[config.mk]
export PLATFORM = sky130hd
export DESIGN_NAME = id_ex_fwd
export DESIGN_NICKNAME = d
export VERILOG_FILES = /design/src/rtl/id_ex_fwd.sv
export SDC_FILE = /design/constraint.sdc
export NUM_CORES = 1
export LEC_CHECK = 0
export BUFFER_PORTS_ARGS = -buffer_cell sky130_fd_sc_hd__buf_2
export CAP_MARGIN = 30
export CORE_MARGIN = 2
export CORE_UTILIZATION = 25
export CTS_BUF_LIST = sky130_fd_sc_hd__clkbuf_8 sky130_fd_sc_hd__clkbuf_16
export CTS_CLUSTER_SIZE = 28
export DETAILED_ROUTE_END_ITERATION = 8
export PLACE_DENSITY = 0.56
export SYNTH_ARGS = -nofsm -noshare
export SYNTH_HDL_FRONTEND = slang
export SYNTH_SLANG_ARGS = --single-unit
[constraint.sdc]
create_clock -name clk -period 2.2 [get_ports clk]
set_input_delay 0.44 -clock clk [delete_from_list [all_inputs] [get_ports clk]]
set_output_delay 0.44 -clock clk [all_outputs]
set_load 0.01 [all_outputs]
[src/rtl/id_ex_fwd.sv]
// ---------------------------------------------------------------------------
// id_ex_fwd
//   ID/EX pipeline register that sits directly in front of the execute stage.
//   Every edge, it captures the decoded instruction and its operands from ID.
//   When the instruction reads a register that EX is writing this same cycle,
//   the register-file operand is replaced by the EX result before capture.
//   The ctrl jump (flush) and hold (stall) requests are honoured here.
//   Two saturating event counters count flushes and forwarded operands.
//
// Parameters
//   NOP_INST : instruction word loaded on reset or flush (addi x0,x0,0).
//   CNT_W    : width of the saturating event counters (must be >= 2).
//
// Ports
//   clk, rst                 : clock (rising edge); asynchronous active-low reset.
//   inst_i, inst_addr_i      : instruction word and its address from ID.
//   op1_i, op2_i             : operands from ID (rs1 value; rs2 value or immediate).
//   rs1_addr_i, rs2_addr_i   : source register indices of the ID instruction.
//   rd_addr_i, rd_wen_i      : destination index and write enable from ID.
//   ex_rd_addr_i/_data_i/_wen_i : EX result bus. It is combinational out of EX,
//                              so it is only ever used on the D side of the registers.
//   jump_en_i, hold_flag_i   : ctrl flush / stall requests.
//   inst_o .. rd_wen_o       : registered instruction fields presented to EX.
//   valid_o                  : 1 = real instruction held, 0 = bubble.
//   flush_cnt_o, fwd_cnt_o   : saturating flush-cycle and forwarded-operand counts.
// ---------------------------------------------------------------------------
module id_ex_fwd #(
    parameter logic [31:0] NOP_INST = 32'h0000_0013,
    parameter int          CNT_W    = 16
) (
    input  logic             clk,
    input  logic             rst,
    input  logic [31:0]      inst_i,
    input  logic [31:0]      inst_addr_i,
    input  logic [31:0]      op1_i,
    input  logic [31:0]      op2_i,
    input  logic [4:0]       rs1_addr_i,
    input  logic [4:0]       rs2_addr_i,
    input  logic [4:0]       rd_addr_i,
    input  logic             rd_wen_i,
    input  logic [4:0]       ex_rd_addr_i,
    input  logic [31:0]      ex_rd_data_i,
    input  logic             ex_rd_wen_i,
    input  logic             jump_en_i,
    input  logic             hold_flag_i,
    output logic [31:0]      inst_o,
    output logic [31:0]      inst_addr_o,
    output logic [31:0]      op1_o,
    output logic [31:0]      op2_o,
    output logic [4:0]       rd_addr_o,
    output logic             rd_wen_o,
    output logic             valid_o,
    output logic [CNT_W-1:0] flush_cnt_o,
    output logic [CNT_W-1:0] fwd_cnt_o
);

    localparam logic [6:0] OPC_I = 7'b0010011;
    localparam logic [6:0] OPC_R = 7'b0110011;
    localparam logic [6:0] OPC_B = 7'b1100011;

    // Add a small increment (0..2) and clamp at all-ones instead of wrapping.
    function automatic logic [CNT_W-1:0] sat_add(input logic [CNT_W-1:0] cnt,
                                                 input logic [1:0]       inc);
        logic [CNT_W:0] sum;
        sum = {1'b0, cnt} + {{(CNT_W-1){1'b0}}, inc};
        if (sum[CNT_W]) begin
            return {CNT_W{1'b1}};
        end
        return sum[CNT_W-1:0];
    endfunction

    logic [6:0]  opcode;
    logic        use_rs1;
    logic        use_rs2;
    logic        fwd1;
    logic        fwd2;
    logic [31:0] op1_fwd;
    logic [31:0] op2_fwd;
    logic [1:0]  fwd_inc;

    logic [31:0]      inst_p1;
    logic [31:0]      inst_addr_p1;
    logic [31:0]      op1_p1;
    logic [31:0]      op2_p1;
    logic [4:0]       rd_addr_p1;
    logic             rd_wen_p1;
    logic             vld_p1;
    logic [CNT_W-1:0] flush_cnt_p1;
    logic [CNT_W-1:0] fwd_cnt_p1;

    // ---- ID side: forwarding decode on the incoming instruction ----
    // op2 of an I-type is an immediate, so only R and B types may forward rs2.
    // x0 is hard-wired zero and is never forwarded.
    always_comb begin
        opcode  = inst_i[6:0];
        use_rs1 = (opcode == OPC_I) || (opcode == OPC_R) || (opcode == OPC_B);
        use_rs2 = (opcode == OPC_R) || (opcode == OPC_B);
        fwd1    = use_rs1 && ex_rd_wen_i && (ex_rd_addr_i != 5'd0)
                  && (ex_rd_addr_i == rs1_addr_i);
        fwd2    = use_rs2 && ex_rd_wen_i && (ex_rd_addr_i != 5'd0)
                  && (ex_rd_addr_i == rs2_addr_i);
        op1_fwd = fwd1 ? ex_rd_data_i : op1_i;
        op2_fwd = fwd2 ? ex_rd_data_i : op2_i;
        fwd_inc = {1'b0, fwd1} + {1'b0, fwd2};
    end

    // ---- ID/EX register: jump beats hold, hold beats load ----
    always_ff @(posedge clk or negedge rst) begin
        if (!rst) begin
            inst_p1      <= NOP_INST;
            inst_addr_p1 <= 32'd0;
            op1_p1       <= 32'd0;
            op2_p1       <= 32'd0;
            rd_addr_p1   <= 5'd0;
            rd_wen_p1    <= 1'b0;
            vld_p1       <= 1'b0;
            flush_cnt_p1 <= '0;
            fwd_cnt_p1   <= '0;
        end else if (jump_en_i) begin
            inst_p1      <= NOP_INST;
            inst_addr_p1 <= 32'd0;
            op1_p1       <= 32'd0;
            op2_p1       <= 32'd0;
            rd_addr_p1   <= 5'd0;
            rd_wen_p1    <= 1'b0;
            vld_p1       <= 1'b0;
            flush_cnt_p1 <= sat_add(flush_cnt_p1, 2'd1);
        end else if (!hold_flag_i) begin
            inst_p1      <= inst_i;
            inst_addr_p1 <= inst_addr_i;
            op1_p1       <= op1_fwd;
            op2_p1       <= op2_fwd;
            rd_addr_p1   <= rd_addr_i;
            rd_wen_p1    <= rd_wen_i;
            vld_p1       <= 1'b1;
            fwd_cnt_p1   <= sat_add(fwd_cnt_p1, fwd_inc);
        end
    end

    // ---- EX side: registered outputs only ----
    assign inst_o      = inst_p1;
    assign inst_addr_o = inst_addr_p1;
    assign op1_o       = op1_p1;
    assign op2_o       = op2_p1;
    assign rd_addr_o   = rd_addr_p1;
    assign rd_wen_o    = rd_wen_p1;
    assign valid_o     = vld_p1;
    assign flush_cnt_o = flush_cnt_p1;
    assign fwd_cnt_o   = fwd_cnt_p1;

endmodule

==> Word level (Yosys, flattened, before mapping) <==
Index checks and enable logic that the tools add are counted.
{ "word_totals": {"word_cells": 56, "romBits": 0, "reg_bits": 167, "latch_bits": 0, "ram_bits": 0, "memories": 0, "output_inout_bits": 167, "input_bits": 186} }
{ "classes": {"shift": 0, "multipliers": 0, "n_addsub": 3, "n_mux": 25, "n_lt_le_gt_ge": 0, "n_bitwise": 2, "n_eq_ne": 6, "reduce_logical": 11, "div_mod_pow": 0} }
{ "op_table": {"columns": ["op", "n"], "rows": [
  ["32-bit 2-to-1 mux", 10],
  ["16-bit 2-to-1 mux", 4],
  ["16-bit by 1-bit adder with 17-bit output (second input constant)", 1],
  ["16-bit by 2-bit adder with 17-bit output", 1],
  ["5-bit == test", 2],
  ["5-bit 2-to-1 mux", 2],
  ["1-bit 2-to-1 mux", 9],
  ["7-bit by 5-bit == test with 1-bit output (second input constant)", 1],
  ["7-bit by 6-bit == test with 1-bit output (second input constant)", 1],
  ["7-bit == test (second input constant)", 1],
  ["1-bit logical AND", 6],
  ["5-bit nonzero test", 1],
  ["1-bit logical OR", 3],
  ["1-bit by 1-bit adder with 2-bit output", 1],
  ["2-bit != test (second input constant)", 1],
  ["1-bit inverter", 2],
  ["2-bit AND reduction", 1]
]} }

==> Longest topological paths before layout <==
Gate-level depths: netlist (run 1).
{ "logic_depth": {"ltp_word": 12, "mapped_depth": 13, "mapped_depth_nobuf": 12} }

==> Worst setup path after synthesis (run 1) <==
No wires, ideal clock.
{ "synth_timing": {"path_type": "input -> register", "startpoint": "in inst_i[4]", "endpoint": "reg fwd_cnt_p1[10] (netlist: fwd_cnt_o[10])", "cell_stages": 13, "slack_ps": -1177, "arrival_time_ps": 3308, "path_buffers": 1, "cell_sequence": "a211o_1 -> nor2_1 -> nand4_1 -> or4_1 -> fa_1 -> inv_1 -> ha_1 -> nor4bb_1 -> and3_1 -> clkbuf_1 -> nand2_1 -> or3_1 -> nand3_1"} }
{ "synth_between": {"elab_chain_cells": 12} }
{ "synth_rtl": {"columns": ["item", "line_no", "source"], "rows": [
  ["start, declared", "33", "input logic [31:0] inst_i,"],
  ["7-bit by 5-bit == test with 1-bit output or 7-bit by 6-bit == test with 1-bit output (tied branches)", "96, 97", null],
  ["1-bit logical OR (2 in series)", "96", "use_rs1 = (opcode == OPC_I) || (opcode == OPC_R) || (opcode == OPC_B);"],
  ["1-bit logical AND (2 in series)", "98", "fwd1 = use_rs1 && ex_rd_wen_i && (ex_rd_addr_i != 5'd0)"],
  ["1-bit logical AND", "99", "&& (ex_rd_addr_i == rs1_addr_i);"],
  ["1-bit by 1-bit adder with 2-bit output (*)", "104", "fwd_inc = {1'b0, fwd1} + {1'b0, fwd2};"],
  ["16-bit by 2-bit adder with 17-bit output (*)", "65", "sum = {1'b0, cnt} + {{(CNT_W-1){1'b0}}, inc};"],
  ["1-bit 2-to-1 mux", "66", "if (sum[CNT_W]) begin"],
  ["1-bit 2-to-1 mux", "128", "end else if (!hold_flag_i) begin"],
  ["1-bit 2-to-1 mux", "119", "end else if (jump_en_i) begin"],
  ["16-bit 2-to-1 mux (*)", "69", "return sum[CNT_W-1:0];"],
  ["end signal, assigned", "136", "fwd_cnt_p1 <= sat_add(fwd_cnt_p1, fwd_inc);"],
  ["end, declared", "89", "logic [CNT_W-1:0] fwd_cnt_p1;"]
]} }
Mark *: on every way between the ends. The rest lies on a longest branch, timed or not. The select of a mux whose other input is x is not followed.
A chain may end at the register's enable or synchronous reset.

==> Worst setup path after layout (run 1) <==
Ends and elaborated chain as after synthesis.

==> metrics.txt, run 1 <==
Syn Inst Count=746; Die Ht=186.7 um; Clock Sinks=167; Final Routed Wirelength=26670 um; Worst setup SP type=input pin; max-cap violations=0; 1st-iter DRT viols=223; post-route non-filler standard cell count=1596; Die W=186.7 um; cells on worst reg2reg path=9; Final Hold Viols=0; Syn. warnings=0; Residual DRC=0; Synth area leader=dfrtp_1; global placement routability congestion=0.8349; period utilization=121.9%; worst r2r dst=fwd_cnt_o[10]; total number of vias=7149; setup TNS=-6.294 ns; Port-buffer cells=352; Num CTS Buffers=17; Reg2Reg Launch Point=fwd_cnt_o[0]; Post-synth ARST share=100.0%; Netlist cell types=44; Total Power=0.007790 W; Synth Register Bits=167; largest cells by area after synthesis=dfrtp_1 49%, a2111oi_2 11%, mux2i_1 8.2%; Cell Area, Synth=8348 um^2; dpl cells=1551; Antenna Violating Nets Remaining=0; die area=34870 um^2; Post-synth top flop=dfrtp_1; Clock Latency Late Sink=0.45 ns; drt via density=4.479; initial antenna violation count=3; syn_nets=935; failing checks=negative setup slack; fmax=372.8 MHz; Power Density=658.5 nW/um^2; layout cells sized above 1=49.83%; Worst EP required=2.58 ns; largest net degree at the start of global routing=89; H-tree depth=4; Leak=5.860 nW; Slew headroom=59.30%; Slew Limit Fails=0; HP Class=in2reg; Initial Utilization=25.53%; status=finished, violations left; Core Rows=66; worst setup margin=-0.4826 ns; Layout Skew=0.006952 ns; gr usage total=15.38%; DP Wirelength=19840 um; final net count=1328; Critical Path Sink Type=register; crit path kind=in2reg; sequential share of the synthesized area=50.10%; CTS Root Cell=clkbuf_16; io pins=353; post-synth top area share=49.16%; Period minus WS final=2.683 ns; unrepaired setup endpoints after global routing=yes; DRT Pass-1 Iters=4; r2r setup slk=0.10 ns; Worst Tran Pin Value=0.6105 ns; global route total overflow=0; clock buffer depth=2; critical path launch point=inst_i[4]; Placeable Area=32700 um^2; peak supply drop=0.0004876 V; Clock transition at path regs=0.07 ns; vias in the first global route=7432; most common cell in the netlist=dfrtp_1; detailed-route wire length per cell=16.71 um; Setup Viol. Count Final=16; P&R area growth vs syn=41.71%; Syn Area/Cell=11.19 um^2; crit-path max FO=5; Arr. time, crit path=3.07 ns; end of the critical path=fwd_cnt_o[10]; first-pass GRT wire length=42190 um; CTS tree=done; commonest cells in the netlist=164 x dfrtp_1, 111 x nor2_1, 68 x mux2i_1, 68 x nor2b_1, 59 x a2111oi_2; Post-synth EDFFs=0
where the power goes:
part           leakage, nW  internal, W  total (W)  switching, W
Clock                0.281      0.00151    0.00298       0.00147
Sequential            2.18      0.00328    0.00345      0.000167
Combinational         3.40     0.000623    0.00136      0.000734
Total                 5.86      0.00542    0.00779       0.00237
logic make-up (layout without fill, tap and decap cells):
| kind of cell | after synthesis | after routing | synth area share (%) |
|---|---|---|---|
| simple gates | 329 | 329 | 21.16 |
| flops | 167 | 167 | 50.11 |
| compound gates | 87 | 87 | 12.92 |
| mux | 71 | 71 | 8.558 |
| buf+inv | 63 | 469 | 3.987 |
| xor+xnor | 26 | 26 | 2.728 |
| fa+ha+maj | 3 | 3 | 0.5395 |
| other cells | 0 | 2 | 0 |
layout by cell type, fill, tap and decap left out, types with 3 or more instances in the layout:
master	Yosys	layout
o21ai_0	4	3
nor2b_1	68	68
and3_1	8	7
dfrtp_1	164	164
inv_1	6	5
nand3_1	16	15
buf_6	2	8
nor3_2	28	30
nand2_1	37	34
mux2i_1	68	68
nor2_1	111	110
inv_8	0	4
mux2_2	3	3
dfstp_2	3	3
xnor2_1	10	10
a2111oi_0	4	4
clkbuf_16	0	17
buf_4	4	62
nor3_1	42	40
buf_12	3	12
a21oi_1	7	7
buf_2	14	347
a211o_1	4	4
a31oi_1	4	4
xor2_1	16	16
inv_6	0	7
nand4_1	7	7
a2111oi_2	59	59
repair_timing:
item | CTS | global route
hold buffers | 1 | 0
hold endpoints to repair | 27 | 0
gates resized for setup | 8 | 10
pin swaps | 3 | 1
buffers inserted | 6 | 4
setup endpoints to repair | 15 | 32
how the worst min path moves through the flow:
stage | from | endpoint | slack (ns) | cells after the start
final | inst_i[9] | inst_o[9] | 0.23 | 3
after global routing | inst_i[16] | inst_o[16] | 0.22 | 3
after CTS | inst_addr_i[13] | inst_addr_o[13] | 0.20 | 3
after detailed placement | rst | op1_o[3] | 0.47 | 1
after global placement | rst | op1_o[3] | 0.47 | 1
after floorplan | rst | flush_cnt_o[0] | 0.14 | 0
layout make-up:
cell class / count / area (um^2)
diodes: 2 / 5.005
clock buffers: 17 / 425.4
clock inverters: 15 / 147.6
fillers: 3369 / 20870
inverters: 6 / 22.52
multi-input cells: 516 / 3936
flip-flops and latches: 167 / 4183
well taps: 442 / 553.0
repair buffers: 431 / 2557
metal layers:
layer | part of all wire [%] | GRT usage [%] | wire length [um] | up-vias
li1 | - | - | - | 3442
met1 | 44 | 19.61 | 11730 | 3400
met2 | 47 | 24.41 | 12490 | 288
met3 | 7.8 | 4.965 | 2078 | 19
met4 | 1.4 | 5.495 | 379 | 0
met5 | 0 | 0 | 0 | -
sequential cells by signal, summed over array words and instances, names as in the netlist:
signal       count
valid_o          1
rd_addr_o        5
op2_o           32
op1_o           32
flush_cnt_o     16
inst_o          32
inst_addr_o     32
fwd_cnt_o       16
rd_wen_o         1
worst max-delay path: stages:
cell      delay (ns)
buf_6           0.09
a211o_1         0.33
nor2_2          0.11
nand4_1         0.10
or4_4           0.44
fa_2            0.40
inv_2           0.09
ha_4            0.12
nor4bb_4        0.22
and3_4          0.27
nand2_4         0.06
or3_1           0.30
nand3_1         0.09
through the flow:
| stage | setup slack [ns] | instance area (um^2) | hold slack [ns] | utilization, % |
|---|---|---|---|---|
| final | -0.4826 | 11830 | 0.2309 | 36.18 |
| after global routing | -0.5585 | 11830 | 0.2181 | 36.18 |
| after CTS | -0.4562 | 11760 | 0.1950 | 35.95 |
| after detailed placement | -1.068 | 11100 | 0.4712 | 33.95 |
| after global placement | -1.058 | 11100 | 0.4696 | 33.95 |
| after floorplan | -0.6963 | 8424 | 0.1444 | - |
No activity file was read; power rests on OpenSTA's default activity.
==> inputs of run 2 (changes only) <==
--- a/config.mk
+++ b/config.mk
@@ -13,6 +13,7 @@
 export CTS_CLUSTER_SIZE = 28
 export DETAILED_ROUTE_END_ITERATION = 8
 export PLACE_DENSITY = 0.56
+export RECOVER_POWER = 50
 export SYNTH_ARGS = -nofsm -noshare
 export SYNTH_HDL_FRONTEND = slang
 export SYNTH_SLANG_ARGS = --single-unit
==> metrics.txt, run 2 (same netlist as run 1, synthesis figures left out) <==
status=finished, violations left; failing checks=max-capacitance violations, max-slew violations, negative setup slack; Setup Viol. Count Final=16 (unchanged); detailed-route wire length per cell=16.69 um (-0.14%); CTS Root Cell=clkbuf_16; DP Wirelength=19840 um (unchanged); fill count=3390 (+0.62%); P&R area growth vs syn=40.44%; Core Rows=66 (unchanged); Worst EP required=2.58 ns (about the same); die area=34870 um^2 (unchanged); Reg2Reg Launch Point=fwd_cnt_o[0]; max-cap violations=1 (+1); Power Density=662.8 nW/um^2 (+0.67%); gr usage total=15.38% (unchanged); switch share=30.45% (+0.037 points); crit path kind=in2reg; vias in the first global route=7432 (unchanged); cells on worst reg2reg path=9 (unchanged); post-route cell area=11720 um^2 (-0.90%); worst r2r dst=fwd_cnt_o[10]; H-tree depth=4 (unchanged); end of the critical path=fwd_cnt_o[10]; Slew headroom=-0.004663% (-59 points); Worst path slowest cell=or4_4; unrepaired setup endpoints after global routing=yes; drt via density=4.477 (about the same); most frequent cells in the layout=344 x buf_2, 164 x dfrtp_1, 110 x nor2_1; initial antenna violation count=3 (unchanged); Int Power=0.005404 W (-0.29%); 1st-iter DRT viols=213 (-4.5%); post-route non-filler standard cell count=1596 (unchanged); Placeable Area=32700 um^2 (unchanged); global placement routability congestion=0.8349 (unchanged); commonest non-fill, non-tap cell in the layout=buf_2; worst setup margin=-0.4831 ns (-0.0004850 ns); critical path launch point=inst_i[4]; Initial Utilization=25.53% (unchanged); clock power share=38.4% (about the same); Worst path depth=13 (unchanged); r2r setup slk=0.10 ns (about the same); Antenna Violating Nets Remaining=0 (unchanged); setup TNS=-6.304 ns (-0.01017 ns); WHS=0.2316 ns (+0.0007720 ns); combinational share of power=17.2% (-0.2 points); Final Routed Wirelength=26630 um (-0.14%); Period minus WS final=2.683 ns (+0.0004850 ns); crit-path max FO=5 (unchanged); HP Class=in2reg; Die Ht=186.7 um (unchanged); dpl cells=1551 (unchanged); total number of vias=7145 (-0.056%); P_sw=0.002367 W (-0.12%); Area after DPL=11100 um^2 (unchanged); cell family with most CP delay=simple AND/OR/NAND/NOR gates; final net count=1328 (unchanged); period utilization=122.0% (about the same); first-pass GRT wire length=42190 um (unchanged); CTS tree=done; Num CTS Buffers=17 (unchanged); Leak=5.800 nW (-1.0%); Port-buffer cells=352 (unchanged); Worst setup SP type=input pin; CP bufs+invs=2 (unchanged); Critical Path Sink Type=register; io pins=353 (unchanged); Layout Skew=0.007074 ns (+0.0001217 ns); Die W=186.7 um (unchanged); sequential power share=44.4% (about the same); DRT Pass-1 Iters=4 (unchanged); layout cells sized above 1=49.13% (-0.69 points); largest net degree at the start of global routing=89 (unchanged); CP max stage delay=0.44 ns (about the same); Final Hold Viols=0 (unchanged); Slew Limit Fails=5 (+5); fmax=372.7 MHz (about the same); Clock Latency Late Sink=0.45 ns (about the same); Clock transition at path regs=0.07 ns (about the same); clock buffer depth=2 (unchanged); Residual DRC=0 (unchanged); Cell Chain, Critical Path=buf_6, a211o_1, nor2_2, nand4_1, or4_4, fa_2, inv_2, ha_4, nor4bb_4, and3_4, nand2_4, or3_1, nand3_1; peak supply drop=0.0004868 V (-0.16%); Worst Tran Pin Value=1.500 ns (+0.8896 ns); Arr. time, crit path=3.07 ns (about the same); global route total overflow=0 (unchanged); Clock Sinks=167 (unchanged)
-- run 2: tightest hold or removal path, delay by kind of cell --
kind	cells	cell delay (ns)
buffers and inverters	1	0.07
AND/OR/NAND/NOR	1	0.07
multiplexers	1	0.05
-- run 2: worst min path at each step --
stage	from	end	slack, ns	cells after the start
final	inst_addr_i[13]	inst_addr_o[13]	0.23	3
after global routing	inst_i[16]	inst_o[16]	0.22	3
after CTS	inst_addr_i[13]	inst_addr_o[13]	0.20	3
after detailed placement	rst	op1_o[3]	0.47	1
after global placement	rst	op1_o[3]	0.47	1
after floorplan	rst	flush_cnt_o[0]	0.14	0
-- run 2: timing repair --
item,CTS,global route
resized for setup,8,10
setup endpoints to repair,15,32
pin swaps,3,1
hold endpoints to repair,27,0
buffers inserted,6,4
hold buffers,1,0
-- run 2: area by class of cell --
type                       instances  area [um^2]  area share [%]
sequential                       167         4183           35.68
multi-input combinational        516         3936           33.58
timing repair buffer             431         2451           20.91
tap                              442        553.0           4.717
clock buffer                      17        425.4           3.629
clock inverter                    15        147.6           1.259
inverter                           6        22.52          0.1921
antenna                            2        5.005         0.04269
-- run 2: stage by stage --
step           worst slack [ns]  utilization (%)  total power (W)
2_1_floorplan           -0.6963                -         0.004178
3_3_place_gp             -1.058            33.95         0.004874
3_5_place_dp             -1.068            33.95         0.004891
4_1_cts                 -0.4562            35.95         0.007962
5_1_grt                 -0.5585            35.85         0.008209
6_report                -0.4831            35.85         0.007771
-- run 2: power groups by stage --
stage / logic (W) / clock network (W) / registers, W
2_1_floorplan: 0.000589 / 0 / 0.00359
3_3_place_gp: 0.00137 / 0 / 0.00351
3_5_place_dp: 0.00138 / 0 / 0.00351
4_1_cts: 0.00139 / 0.00312 / 0.00345
5_1_grt: 0.00148 / 0.00325 / 0.00349
6_report: 0.00134 / 0.00298 / 0.00345
-- run 2: per-layer routing --
layer	GRT usage [%]	vias to the layer above	routed length, um
met5	0	-	0
met2	24.41	284	12430
li1	-	3443	-
met3	4.965	19	2078
met4	5.495	0	379
met1	19.61	3399	11750
